<file path="config.mk">
export PLATFORM = sky130hd
export DESIGN_NAME = hub75_tx_flat
export DESIGN_NICKNAME = d
export VERILOG_FILES = /design/src/rtl/hub75_tx_if.sv /design/src/rtl/hub75_tx.sv /design/src/flat_wrapper.sv
export SDC_FILE = /design/constraint.sdc
export NUM_CORES = 1
export LEC_CHECK = 0
export BUFFER_PORTS_ARGS = -buffer_cell sky130_fd_sc_hd__buf_2
export CORE_MARGIN = 3
export CORE_UTILIZATION = 40
export DETAILED_ROUTE_END_ITERATION = 10
export MAX_ROUTING_LAYER = met4
export PLACE_DENSITY = 0.68
export SYNTH_ARGS = -nofsm -noshare
export SYNTH_HDL_FRONTEND = slang
export SYNTH_SLANG_ARGS = --single-unit
</file>
<file path="constraint.sdc">
create_clock -name bclk -period 2.95 [get_ports bclk]
set_input_delay 0.1475 -clock bclk [delete_from_list [all_inputs] [get_ports bclk]]
set_output_delay 0.1475 -clock bclk [all_outputs]
set_load 0.01 [all_outputs]
</file>
<file path="src/rtl/hub75_tx_if.sv">
// Pixel-pair stream into the HUB75 transmitter: valid/ready handshake plus
// top/bottom pixels ({b,g,r} bytes) and the row address sampled with the
// first pixel of each row.
interface hub75_tx_if;
    logic        pxl_valid;
    logic        pxl_ready;
    logic [23:0] pxl_top;
    logic [23:0] pxl_bot;
    logic [2:0]  pxl_addr;

    modport master (
        output pxl_valid,
        output pxl_top,
        output pxl_bot,
        output pxl_addr,
        input  pxl_ready
    );

    modport slave (
        input  pxl_valid,
        input  pxl_top,
        input  pxl_bot,
        input  pxl_addr,
        output pxl_ready
    );
endinterface

</file>
<file path="src/rtl/hub75_tx.sv">
// HUB75 LED panel row transmitter. It accepts pixel pairs and shifts each
// colour byte MSB first on sclk. After PIXELS_PER_ROW pixels it pulses le,
// loads the row address and holds oe_n low for OE_CYCLES cycles.
// Optional macro HUB75_TX_BLANK_EN inserts a 2-cycle oe_n-high blank between
// the latch and the display period.
module hub75_tx #(
    parameter int unsigned PIXELS_PER_ROW = 32,
    parameter int unsigned OE_CYCLES      = 64
) (
    input  logic        bclk,
    input  logic        n_reset,
    hub75_tx_if.slave   px,
    output logic        sclk_o,
    output logic [2:0]  rgb_top_o,
    output logic [2:0]  rgb_bot_o,
    output logic [2:0]  addr_o,
    output logic        le_o,
    output logic        oe_n_o,
    output logic        row_done_o
);

    localparam int unsigned PIX_W  = 24;
    localparam int unsigned CNT_W  = 8;
    localparam int unsigned TMR_W  = 16;
    localparam int unsigned ADDR_W = 3;

    typedef enum logic [2:0] {
        WAIT_PX  = 3'd0,
        SHIFT_LO = 3'd1,
        SHIFT_HI = 3'd2,
        LATCH    = 3'd3,
        BLANK    = 3'd4,
        DISPLAY  = 3'd5
    } state_e;

    state_e              state_q, state_d;
    logic [PIX_W-1:0]    top_q, top_d;
    logic [PIX_W-1:0]    bot_q, bot_d;
    logic [2:0]          idx_q, idx_d;
    logic [CNT_W-1:0]    pix_cnt_q, pix_cnt_d;
    logic [ADDR_W-1:0]   row_addr_q, row_addr_d;
    logic [TMR_W-1:0]    tmr_q, tmr_d;

    logic                pxl_ready_q, pxl_ready_d;
    logic                sclk_q, sclk_d;
    logic [2:0]          rgb_top_q, rgb_top_d;
    logic [2:0]          rgb_bot_q, rgb_bot_d;
    logic [ADDR_W-1:0]   addr_q, addr_d;
    logic                le_q, le_d;
    logic                oe_n_q, oe_n_d;
    logic                row_done_q, row_done_d;

    logic                fire_c;
    logic [CNT_W:0]      pix_next_c;

    // Serial bits {b,g,r} of a packed pixel at the given bit index.
    function automatic logic [2:0] bit_sel(input logic [PIX_W-1:0] pix,
                                           input logic [2:0] idx);
        logic [7:0] r;
        logic [7:0] g;
        logic [7:0] b;
        r = pix[7:0];
        g = pix[15:8];
        b = pix[23:16];
        return {b[idx], g[idx], r[idx]};
    endfunction

    assign fire_c     = px.pxl_valid && pxl_ready_q;
    assign pix_next_c = {1'b0, pix_cnt_q} + (CNT_W+1)'(1);

    // State register.
    always_ff @(posedge bclk) begin
        if (!n_reset) begin
            state_q <= WAIT_PX;
        end else begin
            state_q <= state_d;
        end
    end

    // Next-state and datapath update.
    always_comb begin
        state_d    = state_q;
        top_d      = top_q;
        bot_d      = bot_q;
        idx_d      = idx_q;
        pix_cnt_d  = pix_cnt_q;
        row_addr_d = row_addr_q;
        tmr_d      = tmr_q;
        case (state_q)
            WAIT_PX: begin
                if (fire_c) begin
                    top_d = px.pxl_top;
                    bot_d = px.pxl_bot;
                    idx_d = 3'd7;
                    if (pix_cnt_q == '0) begin
                        row_addr_d = px.pxl_addr;
                    end
                    state_d = SHIFT_LO;
                end
            end
            SHIFT_LO: begin
                state_d = SHIFT_HI;
            end
            SHIFT_HI: begin
                if (idx_q != 3'd0) begin
                    idx_d   = idx_q - 3'd1;
                    state_d = SHIFT_LO;
                end else if (pix_next_c < (CNT_W+1)'(PIXELS_PER_ROW)) begin
                    pix_cnt_d = pix_next_c[CNT_W-1:0];
                    state_d   = WAIT_PX;
                end else begin
                    pix_cnt_d = '0;
                    state_d   = LATCH;
                end
            end
            LATCH: begin
                tmr_d = '0;
`ifdef HUB75_TX_BLANK_EN
                state_d = BLANK;
`else
                state_d = DISPLAY;
`endif
            end
            BLANK: begin
                if (tmr_q == TMR_W'(1)) begin
                    tmr_d   = '0;
                    state_d = DISPLAY;
                end else begin
                    tmr_d = tmr_q + TMR_W'(1);
                end
            end
            DISPLAY: begin
                if (tmr_q == TMR_W'(OE_CYCLES - 1)) begin
                    tmr_d   = '0;
                    state_d = WAIT_PX;
                end else begin
                    tmr_d = tmr_q + TMR_W'(1);
                end
            end
            default: begin
                state_d = WAIT_PX;
            end
        endcase
    end

    // Output decode from the upcoming state so outputs register in step with it.
    always_comb begin
        pxl_ready_d = 1'b0;
        sclk_d      = 1'b0;
        rgb_top_d   = rgb_top_q;
        rgb_bot_d   = rgb_bot_q;
        addr_d      = addr_q;
        le_d        = 1'b0;
        oe_n_d      = 1'b1;
        row_done_d  = 1'b0;
        case (state_d)
            WAIT_PX: begin
                pxl_ready_d = 1'b1;
                row_done_d  = (state_q == DISPLAY);
            end
            SHIFT_LO: begin
                rgb_top_d = bit_sel(top_d, idx_d);
                rgb_bot_d = bit_sel(bot_d, idx_d);
            end
            SHIFT_HI: begin
                sclk_d = 1'b1;
            end
            LATCH: begin
                le_d   = 1'b1;
                addr_d = row_addr_q;
            end
            DISPLAY: begin
                oe_n_d = 1'b0;
            end
            default: begin
            end
        endcase
    end

    // Datapath and output registers.
    always_ff @(posedge bclk) begin
        if (!n_reset) begin
            top_q       <= '0;
            bot_q       <= '0;
            idx_q       <= '0;
            pix_cnt_q   <= '0;
            row_addr_q  <= '0;
            tmr_q       <= '0;
            pxl_ready_q <= 1'b0;
            sclk_q      <= 1'b0;
            rgb_top_q   <= '0;
            rgb_bot_q   <= '0;
            addr_q      <= '0;
            le_q        <= 1'b0;
            oe_n_q      <= 1'b1;
            row_done_q  <= 1'b0;
        end else begin
            top_q       <= top_d;
            bot_q       <= bot_d;
            idx_q       <= idx_d;
            pix_cnt_q   <= pix_cnt_d;
            row_addr_q  <= row_addr_d;
            tmr_q       <= tmr_d;
            pxl_ready_q <= pxl_ready_d;
            sclk_q      <= sclk_d;
            rgb_top_q   <= rgb_top_d;
            rgb_bot_q   <= rgb_bot_d;
            addr_q      <= addr_d;
            le_q        <= le_d;
            oe_n_q      <= oe_n_d;
            row_done_q  <= row_done_d;
        end
    end

    assign px.pxl_ready = pxl_ready_q;
    assign sclk_o       = sclk_q;
    assign rgb_top_o    = rgb_top_q;
    assign rgb_bot_o    = rgb_bot_q;
    assign addr_o       = addr_q;
    assign le_o         = le_q;
    assign oe_n_o       = oe_n_q;
    assign row_done_o   = row_done_q;

endmodule

</file>
<file path="src/flat_wrapper.sv">
// flat-port wrapper written by rule: the top's interface ports become plain ports
module hub75_tx_flat 
#(
    parameter int unsigned PIXELS_PER_ROW = 32,
    parameter int unsigned OE_CYCLES      = 64
)
  (bclk, n_reset, sclk_o, rgb_top_o, rgb_bot_o, addr_o, le_o, oe_n_o, row_done_o, px_pxl_valid, px_pxl_top, px_pxl_bot, px_pxl_addr, px_pxl_ready);
  hub75_tx_if px_i ();
  input  logic bclk;
  input  logic n_reset;
  output logic sclk_o;
  output logic [2:0] rgb_top_o;
  output logic [2:0] rgb_bot_o;
  output logic [2:0] addr_o;
  output logic le_o;
  output logic oe_n_o;
  output logic row_done_o;
  input wire logic [$bits(px_i.pxl_valid)-1:0] px_pxl_valid;
  input wire logic [$bits(px_i.pxl_top)-1:0] px_pxl_top;
  input wire logic [$bits(px_i.pxl_bot)-1:0] px_pxl_bot;
  input wire logic [$bits(px_i.pxl_addr)-1:0] px_pxl_addr;
  output wire logic [$bits(px_i.pxl_ready)-1:0] px_pxl_ready;
  assign px_i.pxl_valid = px_pxl_valid;
  assign px_i.pxl_top = px_pxl_top;
  assign px_i.pxl_bot = px_pxl_bot;
  assign px_i.pxl_addr = px_pxl_addr;
  assign px_pxl_ready = px_i.pxl_ready;
  hub75_tx #(.PIXELS_PER_ROW(PIXELS_PER_ROW), .OE_CYCLES(OE_CYCLES)) u_core (.bclk(bclk), .n_reset(n_reset), .px(px_i), .sclk_o(sclk_o), .rgb_top_o(rgb_top_o), .rgb_bot_o(rgb_bot_o), .addr_o(addr_o), .le_o(le_o), .oe_n_o(oe_n_o), .row_done_o(row_done_o));
endmodule
</file>
==> Yosys cells after proc, flatten, opt, wreduce, memory -nomap -nowiden <==
Cells that the tools add are included.
{ "word_totals": {"register_bits": 95, "out_inout_bits": 14, "elab_cells": 74} }
{ "op_classes": {"n_addsub": 3, "order_cmp": 2, "eq_ne": 11, "n_mux": 33, "bitwise_logic": 1, "n_reduce_logical": 9} }
{ "op_table": {"columns": ["operator", "n"], "rows": [
  ["$mux W24", 4],
  ["$pmux W16 S3", 1],
  ["$mux W16", 2],
  ["$bmux W1 S3", 6],
  ["$mux W3", 6],
  ["$pmux W3 S6", 1],
  ["$add A16 B1 Y16 const B", 1],
  ["$eq A16 B1 Y1 const B", 1],
  ["$eq A16 B6 Y1 const B", 1],
  ["$eq A3 B2 Y1 const B", 4],
  ["$mux W1", 10],
  ["$add A8 B1 Y9 const B", 1],
  ["$eq A3 B3 Y1 const B", 3],
  ["$lt A9 B6 Y1 const B", 1],
  ["$logic_not A8 Y1", 1],
  ["$mux W8", 1],
  ["$eq A3 B1 Y1 const B", 2],
  ["$logic_not A3 Y1", 2],
  ["$pmux W3 S2", 1],
  ["$reduce_bool A3 Y1", 2],
  ["$lt A3 B4 Y1 const B", 1],
  ["$reduce_and A2 Y1", 2],
  ["$reduce_and A3 Y1", 1],
  ["$sub A3 B1 Y3 const B", 1],
  ["3 further kinds", 3]
]} }

==> Logic depth before layout (Yosys ltp) <==
Gate-level depths: netlist of run 1.
{ "depth": {"depth_word": 7, "mapped_depth": 9, "depth_no_buf": 7} }

==> Least setup slack after synthesis of run 1 <==
No wires, ideal clock.
{ "synth_path": {"path_kind": "register -> register", "startpoint": "register u_core.idx_q[0]", "endpoint": "register u_core.rgb_bot_q[0] (netlist: u_core.rgb_bot_o[0])", "setup_time_ns": 0.125, "arrival_ns": 2.183, "t_required_ns": 2.825, "slack_ns": 0.642, "stages_incl_launch_ff": 7, "n_path_buf": 0, "path_cell_list": "dfxtp_1 -> clkinv_1 -> ha_1 -> or3b_2 -> a211oi_1 -> a32o_1 -> a211oi_2"} }
{ "synth_between": {"elab_chain_len": 5} }
{ "synth_lines": {"columns": ["element", "line_no", "text"], "rows": [
  ["from (decl)", "hub75_tx.sv:39", "logic [2:0] idx_q, idx_d;"],
  ["from (signal assigned)", "hub75_tx.sv:200", "idx_q <= idx_d;"],
  ["$sub A3 B1 Y3 / $reduce_bool A3 Y1 (equally long branches)", "hub75_tx.sv:106, hub75_tx.sv:105", null],
  ["$mux W3", "hub75_tx.sv:105", "if (idx_q != 3'd0) begin"],
  ["$pmux W3 S2", "hub75_tx.sv:89", "case (state_q)"],
  ["$bmux W1 S3", "hub75_tx.sv:65", "return {b[idx], g[idx], r[idx]};"],
  ["$mux W1 (not written as such)", "hub75_tx.sv:65", null],
  ["to (signal assigned)", "hub75_tx.sv:207", "rgb_bot_q <= rgb_bot_d;"],
  ["to (decl)", "hub75_tx.sv:47", "logic [2:0] rgb_bot_q, rgb_bot_d;"]
]} }
Parallel ways exist; a longest one is shown, timed or not. The select of a mux whose other input is x is not followed.
A chain may end at the register's enable or synchronous reset.

==> Worst setup path after layout of run 1 <==
{ "layout_path": {"startpoint": "register u_core.state_q[1]", "endpoint": "register u_core.rgb_top_q[0] (netlist: u_core.rgb_top_o[0])"} }
{ "layout_between": {"elab_chain_len": 4} }
{ "layout_lines": {"columns": ["element", "line_no", "text"], "rows": [
  ["from (decl)", "hub75_tx.sv:36", "state_e state_q, state_d;"],
  ["from (signal assigned)", "hub75_tx.sv:76", "state_q <= state_d;"],
  ["$eq A3 B2 Y1 / $logic_not A3 Y1 (equally long branches)", "hub75_tx.sv:89", null],
  ["$pmux W3 S2 / $mux W24 (equally long branches)", "hub75_tx.sv:89", null],
  ["$bmux W1 S3", "hub75_tx.sv:65", null],
  ["$mux W1 (not written as such)", "hub75_tx.sv:65", null],
  ["to (signal assigned)", "hub75_tx.sv:206", "rgb_top_q <= rgb_top_d;"],
  ["to (decl)", "hub75_tx.sv:46", "logic [2:0] rgb_top_q, rgb_top_d;"]
]} }
Parallel ways exist; a longest one is shown, timed or not. The select of a mux whose other input is x is not followed.

==> results of run 1 <==
## worst register-to-register path: cells and delay by family (launching register included)
family | cells | cell delay (ps)
AOI/OAI and AO/OA | 3 | 1110
DFF | 1 | 510
and+or+nand+nor | 2 | 860
## layer usage
metal  share of wire  GRT usage  vias up
met5               0          -        -
met4           0.014     0.0510        0
met3           0.058     0.0487       21
met2            0.48      0.321      155
met1            0.45      0.261     2231
li1                -          -     2341
## stage by stage
stage          setup WS [ps]  power [uW]  utilization  cells  instance area [um2]
2_1_floorplan            642        1680            -    632                 4860
3_3_place_gp             553        1810        0.453    806                 5290
3_5_place_dp             445        1820        0.453    806                 5290
4_1_cts                  403        3160        0.483    822                 5630
5_1_grt                  174        3270        0.483    822                 5630
6_report                 382        3140        0.483    822                 5630
## registers in the layout, summed over array words and instances, names as in the netlist, 8 cells and up
| register | flops |
|---|---|
| u_core.bot_q | 24 |
| u_core.pix_cnt_q | 8 |
| u_core.tmr_q | 16 |
| u_core.top_q | 24 |
## cells in the final DEF (no fill, tap or decap), drive strengths merged, types with 3 or more instances in the layout
master | netlist | routed
a211o | 5 | 5
a211oi | 16 | 16
a21oi | 71 | 71
a22oi | 6 | 6
a311oi | 7 | 7
a31oi | 19 | 19
a32o | 5 | 5
and2 | 4 | 4
and3 | 6 | 6
buf | 10 | 80
bufinv | 0 | 3
clkbuf | 39 | 9
clkinv | 1 | 3
dfxtp | 95 | 95
ha | 6 | 6
inv | 9 | 10
mux2i | 7 | 7
nand2 | 149 | 149
nand2b | 19 | 19
nand3 | 33 | 33
nand3b | 4 | 4
nand4 | 4 | 4
nand4b | 6 | 6
nor2 | 25 | 25
nor2b | 3 | 3
nor3 | 9 | 9
nor4 | 8 | 8
o211ai | 3 | 3
o21a | 7 | 7
o21ai | 18 | 18
o221ai | 5 | 5
o22ai | 3 | 3
or3 | 4 | 4
or4 | 4 | 4
## worst min path at each step
stage | from | end
2_1_floorplan | px_pxl_bot[11] | u_core.bot_q[11]$_SDFF_PN0_
3_3_place_gp | px_pxl_addr[2] | u_core.row_addr_q[2]$_SDFFE_PN0P_
3_5_place_dp | px_pxl_bot[0] | u_core.bot_q[0]$_SDFF_PN0_
4_1_cts | px_pxl_bot[18] | u_core.bot_q[18]$_SDFF_PN0_
5_1_grt | px_pxl_bot[21] | u_core.bot_q[21]$_SDFF_PN0_
6_report | px_pxl_bot[21] | u_core.bot_q[21]$_SDFF_PN0_
## cells by family after synthesis
kind of cell    count (synthesis)  synth area share
compound gates                174             0.233
flops                          95             0.391
mux                             8            0.0167
simple gates                  290             0.293
buf+inv                        59            0.0504
fa+ha+maj                       6            0.0154
## report_power, final
group,switching [uW],internal [uW]
sequential,50.1,1340
combinational,257,150
clock,511,831
## layout make-up
type                    count  area (um2)
repair buffers             80         445
clock buffers               9         225
multi-input cells         478        2730
well taps                 143         179
flip-flops and latches     95        1900
inverters                  10        37.5
fillers                  1117        6030
clock inverters             7         120
==> reports/qor.txt, run 1 <==
Die area = 13,500 um2
Antenna Cells = 0
Hpwl dp = 8.90 mm
Detailed-route via count = 4,748
Core ar. = 11,700 um2
Fraction of registers with async set/reset = 0
DRT Pass-1 Iters = 5
Fmax = 389 MHz
Register area share after synthesis = 0.391
Syn Inst Count = 632
CP required = 3220 ps
Global-route wire length before repair = 21.5 mm
Mapped Area = 4860 um2
Top-count cell post-synth = nand2_1
Yosys cell types = 63
Synth Register Bits = 95
Slew at the pin closest to its max-slew limit = 1040 ps
Vias in the first global route = 4,415
Setup_tns = 0 ps
Worst min-delay path class = input port to register
Critical-path top delay cell = or3b_1
Period minus WS final = 2570 ps
Synth warn = 0
Top cell type's share of synthesized area = 0.391
Row count = 39
Clk_lat worst skew = 350 ps
Worst vdd ir = 0.000355 V
PD cells = 557 nW/um2
I/O Buffers = 67
Antenna-violating nets left = 0
Post-synth EDFFs = 0
CTS Root Cell = clkbuf_16
CTS Buf Count = 9
Initial antenna violation count = 0
Max cap viols = 0
Largest net degree at the start of global routing = 47
R2R setup slack = 380 ps
Postcts setup bufs = 0
Slowest stage delay, CP = 710 ps
Hold slack final = 28.3 ps
Worst-path cell chain = or3b_1 -> o21ai_2 -> nand3_1 -> a211o_1 -> a211oi_2
Area leader, netlist = dfxtp_1
Overall die width = 116 um
R2r endpoint = u_core.rgb_top_o[0]$_SDFFE_PN0N_
Top delay family on crit path = compound AO/OA/AOI/OAI gates
Area grow syn2layout = 15.9%
CP max FO = 18
DRT iter0 DRCs = 467
Slew margin rel. = 0.300
RSZ-0062 raised after global routing = no
Final number of hold-violating endpoints = 0
IO Count = 68
GPL Wtd Cong = 0.863
Worst path buffer plus inverter count = 0
Clock Skews = 7.44 ps
Gr ovfl total = 0
Die height = 116 um
Routed wire length = 13.0 mm
Period Utilization, post-route = 0.870
Stages on worst setup path = 5
Start of the worst register-to-register path = u_core.state_q[1]$_SDFF_PN0_
Leak = 0.00196 uW
CP startpoint kind = register
Vias per Instance = 5.78
CP endpoint = u_core.rgb_top_o[0]$_SDFFE_PN0N_
Hold_buf cts = 0
Setup-failing EPs final = 0
Reg2Reg Depth = 5
Hold Path Stages = 3
Share of cells above drive strength 1 = 0.171
Overall Global Routing Usage = 0.203
CP Capture Type = register
DRC violations left = 0
Nets = 734
H-tree levels = 3
WL per Instance = 15.8 um
Initial core utilization = 0.417
Outcome = finished, final reports clean
Synth cell count leaders = nand2_1 (149), dfxtp_1 (95), a21oi_1 (70), clkbuf_1 (39), nand3_1 (33)
Ranking of synthesized cells by area = dfxtp_1 (39%), nand2_1 (12%), a21oi_1 (7.2%)
Worst Path Arrival = 2840 ps
Clk sinks = 95
Critical Path Start = u_core.state_q[1]$_SDFF_PN0_
Critical path type = register to register
Synthesized Nets = 692
CTS tree = yes
Mean post-synth cell area = 7.69 um2
Most used DFF post-synth = dfxtp_1
Final Max Tran Viols = 0
Post-CTS sizing = 0
CTS Buffer Depth = 2
Reg clk slew, reported paths = 70 ps
No activity file was read; power rests on OpenSTA's default activity.
==> run 2: changes to the inputs <==
--- a/config.mk
+++ b/config.mk
@@ -11,6 +11,7 @@
 export DETAILED_ROUTE_END_ITERATION = 10
 export MAX_ROUTING_LAYER = met4
 export PLACE_DENSITY = 0.68
+export REMOVE_ABC_BUFFERS = 1
 export SYNTH_ARGS = -nofsm -noshare
 export SYNTH_HDL_FRONTEND = slang
 export SYNTH_SLANG_ARGS = --single-unit
==> reports/qor.txt, run 2 (synthesis results as in run 1) <==
WL per Instance = 15.0 um (-4.6%)
Leak = 0.00194 uW (-1.1%)
Worst path buffer plus inverter count = 0 (unchanged)
Clock Skews = 4.26 ps (-3.19 ps)
Share of cells above drive strength 1 = 0.173 (+0.00244)
Worst vdd ir = 0.000310 V (-13%)
RSZ-0062 raised after global routing = no
I/O Buffers = 67 (unchanged)
CTS Buf Count = 9 (unchanged)
PD cells = 511 nW/um2 (-8.4%)
CP required = 3220 ps (about the same)
Most common cell after layout, fill and taps aside = nand2_1
Worst min-delay path class = input port to register
Row count = 39 (unchanged)
Vias per Instance = 5.63 (-2.6%)
Largest net degree at the start of global routing = 54 (+15%)
IO Count = 68 (unchanged)
Overall Global Routing Usage = 0.193 (-0.00953)
Slew margin rel. = 0.504 (+0.204)
Initial antenna violation count = 0 (unchanged)
CTS Buffer Depth = 2 (unchanged)
Fmax = 392 MHz (+0.70%)
CTS tree = yes
Core ar. = 11,700 um2 (unchanged)
Metal2 WL = 5.90 mm (-4.1%)
Die height = 116 um (unchanged)
H-tree levels = 3 (unchanged)
PnR worst setup slack = 400 ps (+17.9 ps)
Slew at the pin closest to its max-slew limit = 744 ps (-298 ps)
Top delay family on crit path = compound AO/OA/AOI/OAI gates
WL met1 = 5.71 mm (-2.5%)
Critical-path top delay cell = or3b_1
Worst-path cell chain = or3b_1 -> o21ai_2 -> nand3_1 -> a211o_1 -> a211oi_2
CP startpoint kind = register
Detailed-route via count = 4,636 (-2.4%)
Max cap viols = 0 (unchanged)
Area grow syn2layout = 14.4%
Final number of hold-violating endpoints = 0 (unchanged)
Hpwl dp = 8.65 mm (-2.8%)
Antenna Cells = 0 (unchanged)
Reg clk slew, reported paths = 60 ps (about the same)
Fillers = 1,150 (+3.0%)
Worst Path Arrival = 2820 ps (-20 ps)
Post-route cell area = 5560 um2 (-1.3%)
Die area = 13,500 um2 (unchanged)
Nets = 736 (+0.27%)
Most frequent cells in the layout = nand2_1 (149), dfxtp_1 (95), a21oi_1 (70)
CP Capture Type = register
DRT Pass-1 Iters = 5 (unchanged)
Clk sinks = 95 (unchanged)
CP max FO = 18 (unchanged)
WL met3 = 581 um (-23%)
Largest regs = u_core.bot_q (24), u_core.top_q (24), u_core.tmr_q (16)
Gr ovfl total = 0 (unchanged)
Tot Pwr = 2840 uW (-9.6%)
DRT iter0 DRCs = 361 (-23%)
Clk_lat worst skew = 340 ps (about the same)
Vias in the first global route = 4,439 (+0.54%)
Global-route wire length before repair = 20.9 mm (-2.9%)
DRC violations left = 0 (unchanged)
Period Utilization, post-route = 0.864 (-0.00607)
Setup-failing EPs final = 0 (unchanged)
CTS Root Cell = clkbuf_16
Area after DPL = 5290 um2 (about the same)
Antenna-violating nets left = 0 (unchanged)
Routed wire length = 12.4 mm (-4.3%)
Slowest stage delay, CP = 710 ps (about the same)
Post-CTS sizing = 0 (unchanged)
Critical path type = register to register
Postcts setup bufs = 0 (unchanged)
Period minus WS final = 2550 ps (-17.9 ps)
Setup_tns = 0 ps (unchanged)
Overall die width = 116 um (unchanged)
Outcome = finished, final reports clean
Initial core utilization = 0.417 (unchanged)
DR top layer = met4
GPL Wtd Cong = 0.871 (+0.89%)
Setup slack at placement = 248 ps (-197 ps)
Final Max Tran Viols = 0 (unchanged)
Hold_buf cts = 0 (unchanged)
## run 2: final timing paths
| kind | start | endpoint | slack [ps] | cells after the start |
|---|---|---|---|---|
| worst max register to register | u_core.state_q[1]$_SDFF_PN0_ | u_core.rgb_top_o[0]$_SDFFE_PN0N_ | 400 | 5 |
| worst min-delay path | px_pxl_top[22] | u_core.top_q[22]$_SDFF_PN0_ | 40 | 3 |
| worst max-delay path | u_core.state_q[1]$_SDFF_PN0_ | u_core.rgb_top_o[0]$_SDFFE_PN0N_ | 400 | 5 |
| worst min register to register | u_core.bot_q[15]$_SDFF_PN0_ | u_core.bot_q[15]$_SDFF_PN0_ | 450 | 2 |
## run 2: worst reg2reg max path: stages, from the launching register on
cell and delay (ps):
dfxtp_1 510, or3b_1 710, o21ai_2 600, nand3_1 150, a211o_1 310, a211oi_2 200
## run 2: per-stage QoR
| step | hold slack [ps] | util | std cells |
|---|---|---|---|
| 2_1_floorplan | 265 | - | 583 |
| 6_report | 38.1 | 0.477 | 824 |
| 3_5_place_dp | 394 | 0.454 | 808 |
| 5_1_grt | 40.3 | 0.477 | 824 |
| 4_1_cts | 28.3 | 0.477 | 824 |
| 3_3_place_gp | 386 | 0.454 | 808 |
## run 2: layout make-up
| class | instances | area [um2] | share of cell area |
|---|---|---|---|
| clock inverter | 6 | 37.5 | 0.00675 |
| timing repair buffer | 82 | 448 | 0.0806 |
| sequential | 95 | 1900 | 0.342 |
| tap | 143 | 179 | 0.0322 |
| inverter | 10 | 37.5 | 0.00675 |
| clock buffer | 10 | 229 | 0.0412 |
| multi-input combinational | 478 | 2730 | 0.491 |
## run 2: power breakdown
part	internal, uW	switching (uW)
combinational	151	253
clock	568	483
sequential	1340	44.9
## run 2: per-layer routing
layer / track usage / vias up
li1: - / 2355
met1: 0.250 / 2131
met2: 0.305 / 131
met3: 0.0363 / 19
met4: 0.0619 / 0
met5: - / -
==> run 3: changes to the inputs <==
==> constraint.sdc (replaced) <==
create_clock -name bclk -period 2.95 [get_ports bclk]
set_input_delay 0.295 -clock bclk [delete_from_list [all_inputs] [get_ports bclk]]
set_output_delay 0.295 -clock bclk [all_outputs]
set_load 0.01 [all_outputs]
==> reports/qor.txt, run 3 (synthesis results as in run 1) <==
Reg clk slew, reported paths = 70 ps (about the same)
Hpwl dp = 8.64 mm (-0.12%)
I/O Buffers = 67 (unchanged)
Core ar. = 11,700 um2 (unchanged)
Worst-path cell chain = or3b_1 -> o21ai_2 -> nand3_1 -> a211o_1 -> a211oi_2
Clk_lat worst skew = 350 ps (about the same)
Area after DPL = 5290 um2 (unchanged)
Min-delay src = px_pxl_bot[21]
Final number of hold-violating endpoints = 0 (unchanged)
Hold Path End = u_core.bot_q[21]$_SDFF_PN0_
Dpl cells = 808 (unchanged)
RSZ-0062 raised after global routing = no
R2r endpoint = u_core.rgb_top_o[1]$_SDFFE_PN0N_
Global-route wire length before repair = 20.7 mm (-1.2%)
Final design utilization = 0.478 (+0.000751)
Row count = 39 (unchanged)
Period Utilization, post-route = 0.847 (-0.0170)
Clk sinks = 95 (unchanged)
Area grow syn2layout = 14.5%
PD cells = 514 nW/um2 (+0.62%)
Worst vdd ir = 0.000315 V (+1.6%)
Hold Path Stages = 3 (unchanged)
Final Max Tran Viols = 0 (unchanged)
Fmax = 400 MHz (+2.0%)
CP max FO = 18 (unchanged)
CP Capture Type = register
Largest net degree at the start of global routing = 54 (unchanged)
Vias per Instance = 5.67 (+0.71%)
Setup_tns = 0 ps (unchanged)
CTS Buffer Depth = 2 (unchanged)
Antenna Cells = 0 (unchanged)
IO Count = 68 (unchanged)
Nets = 736 (unchanged)
Postcts setup bufs = 0 (unchanged)
Most common cell after layout, fill and taps aside = nand2_1
Die height = 116 um (unchanged)
Setup-failing EPs final = 0 (unchanged)
Fillers = 1,157 (+0.61%)
Gr ovfl total = 0 (unchanged)
DRT Pass-1 Iters = 5 (unchanged)
Largest regs = u_core.bot_q (24), u_core.top_q (24), u_core.tmr_q (16)
Register area = 1900 um2 (unchanged)
CP startpoint kind = register
Die area = 13,500 um2 (unchanged)
DRC violations left = 0 (unchanged)
Worst Path Arrival = 2770 ps (-50 ps)
Antenna-violating nets left = 0 (unchanged)
Max cap viols = 0 (unchanged)
CP required = 3220 ps (about the same)
WL per Instance = 14.9 um (-0.86%)
Overall die width = 116 um (unchanged)
Non-Filler Instances = 824 (unchanged)
Start of the worst register-to-register path = u_core.state_q[1]$_SDFF_PN0_
Vias in the first global route = 4,424 (-0.34%)
Period minus WS final = 2500 ps (-50.1 ps)
Multi-input logic area = 2730 um2 (unchanged)
Leak = 0.00193 uW (-0.44%)
Most frequent cells in the layout = nand2_1 (149), dfxtp_1 (95), a21oi_1 (70)
GPL Wtd Cong = 0.859 (-1.4%)
H-tree levels = 3 (unchanged)
Initial antenna violation count = 0 (unchanged)
Initial core utilization = 0.417 (unchanged)
Outcome = finished, final reports clean
Slowest stage delay, CP = 690 ps (-20 ps)
Reg2Reg Depth = 5 (unchanged)
CTS tree = yes
Worst min-delay path class = input port to register
Critical path type = register to register
Post-route cell area = 5570 um2 (+0.16%)
Slew margin rel. = 0.533 (+0.0289)
Overall Global Routing Usage = 0.193 (-0.000317)
Critical-path top delay cell = or3b_1
Clock Skews = 5.80 ps (+1.55 ps)
Share of cells above drive strength 1 = 0.175 (+0.00147)
Tot Pwr = 2860 uW (+0.78%)
CTS Root Cell = clkbuf_16
R2R setup slack = 450 ps (+50 ps)
Detailed-route via count = 4,669 (+0.71%)
Routed wire length = 12.3 mm (-0.86%)
Slew at the pin closest to its max-slew limit = 701 ps (-43.3 ps)
CTS Buf Count = 9 (unchanged)
DRT iter0 DRCs = 350 (-3.0%)
[run 3: worst max-delay path by stage]
stage	end	cells past startpoint	start
3_3_place_gp	u_core.pix_cnt_q[4]$_SDFFE_PN0P_	6	u_core.idx_q[1]$_SDFF_PN0_
3_5_place_dp	u_core.pix_cnt_q[4]$_SDFFE_PN0P_	6	u_core.idx_q[1]$_SDFF_PN0_
4_1_cts	u_core.pix_cnt_q[4]$_SDFFE_PN0P_	6	u_core.idx_q[1]$_SDFF_PN0_
6_report	u_core.rgb_top_o[1]$_SDFFE_PN0N_	5	u_core.state_q[1]$_SDFF_PN0_
2_1_floorplan	u_core.rgb_bot_o[2]$_SDFFE_PN0N_	4	u_core.state_q[0]$_SDFF_PN0_
5_1_grt	u_core.rgb_bot_o[1]$_SDFFE_PN0N_	5	u_core.state_q[1]$_SDFF_PN0_
[run 3: layer usage]
layer	part of all wire	vias to the layer above	track usage
met3	0.046	21	0.0352
met4	0.019	0	0.0603
met2	0.48	128	0.314
met5	0	-	-
met1	0.46	2176	0.243
li1	-	2344	-
[run 3: cell type report]
cell class                      instances  share of cell area
Timing Repair Buffer                   82              0.0804
Clock buffer                            9              0.0404
Inverter                               10             0.00674
Multi-Input combinational cell        478               0.490
Sequential cell                        95               0.341
Tap cell                              143              0.0321
Clock inverter                          7             0.00899
[run 3: worst max-delay path: cells and delay by family (launching register included)]
family          cells  cell delay (ps)
flops               1              520
simple gates        2              830
compound gates      3             1070
[run 3: repair_timing]
action,in CTS,in global routing
endpoints found under the setup margin,0,1
gates resized for setup,0,1
hold buffers,0,0
[run 3: report_power, final]
part           internal (uW)  leakage (uW)  total (uW)  switching, uW
logic                    151       0.00103         402            251
registers               1340      0.000772        1390           45.2
clock network            571      0.000127        1070            504
[run 3: metrics by stage]
stage / setup slack, ps / hold WS (ps)
after floorplan: -260 / 413
final: 450 / 182
after global routing: 236 / 178
after global placement: 363 / 442
after CTS: 277 / 174
after detailed placement: 305 / 446
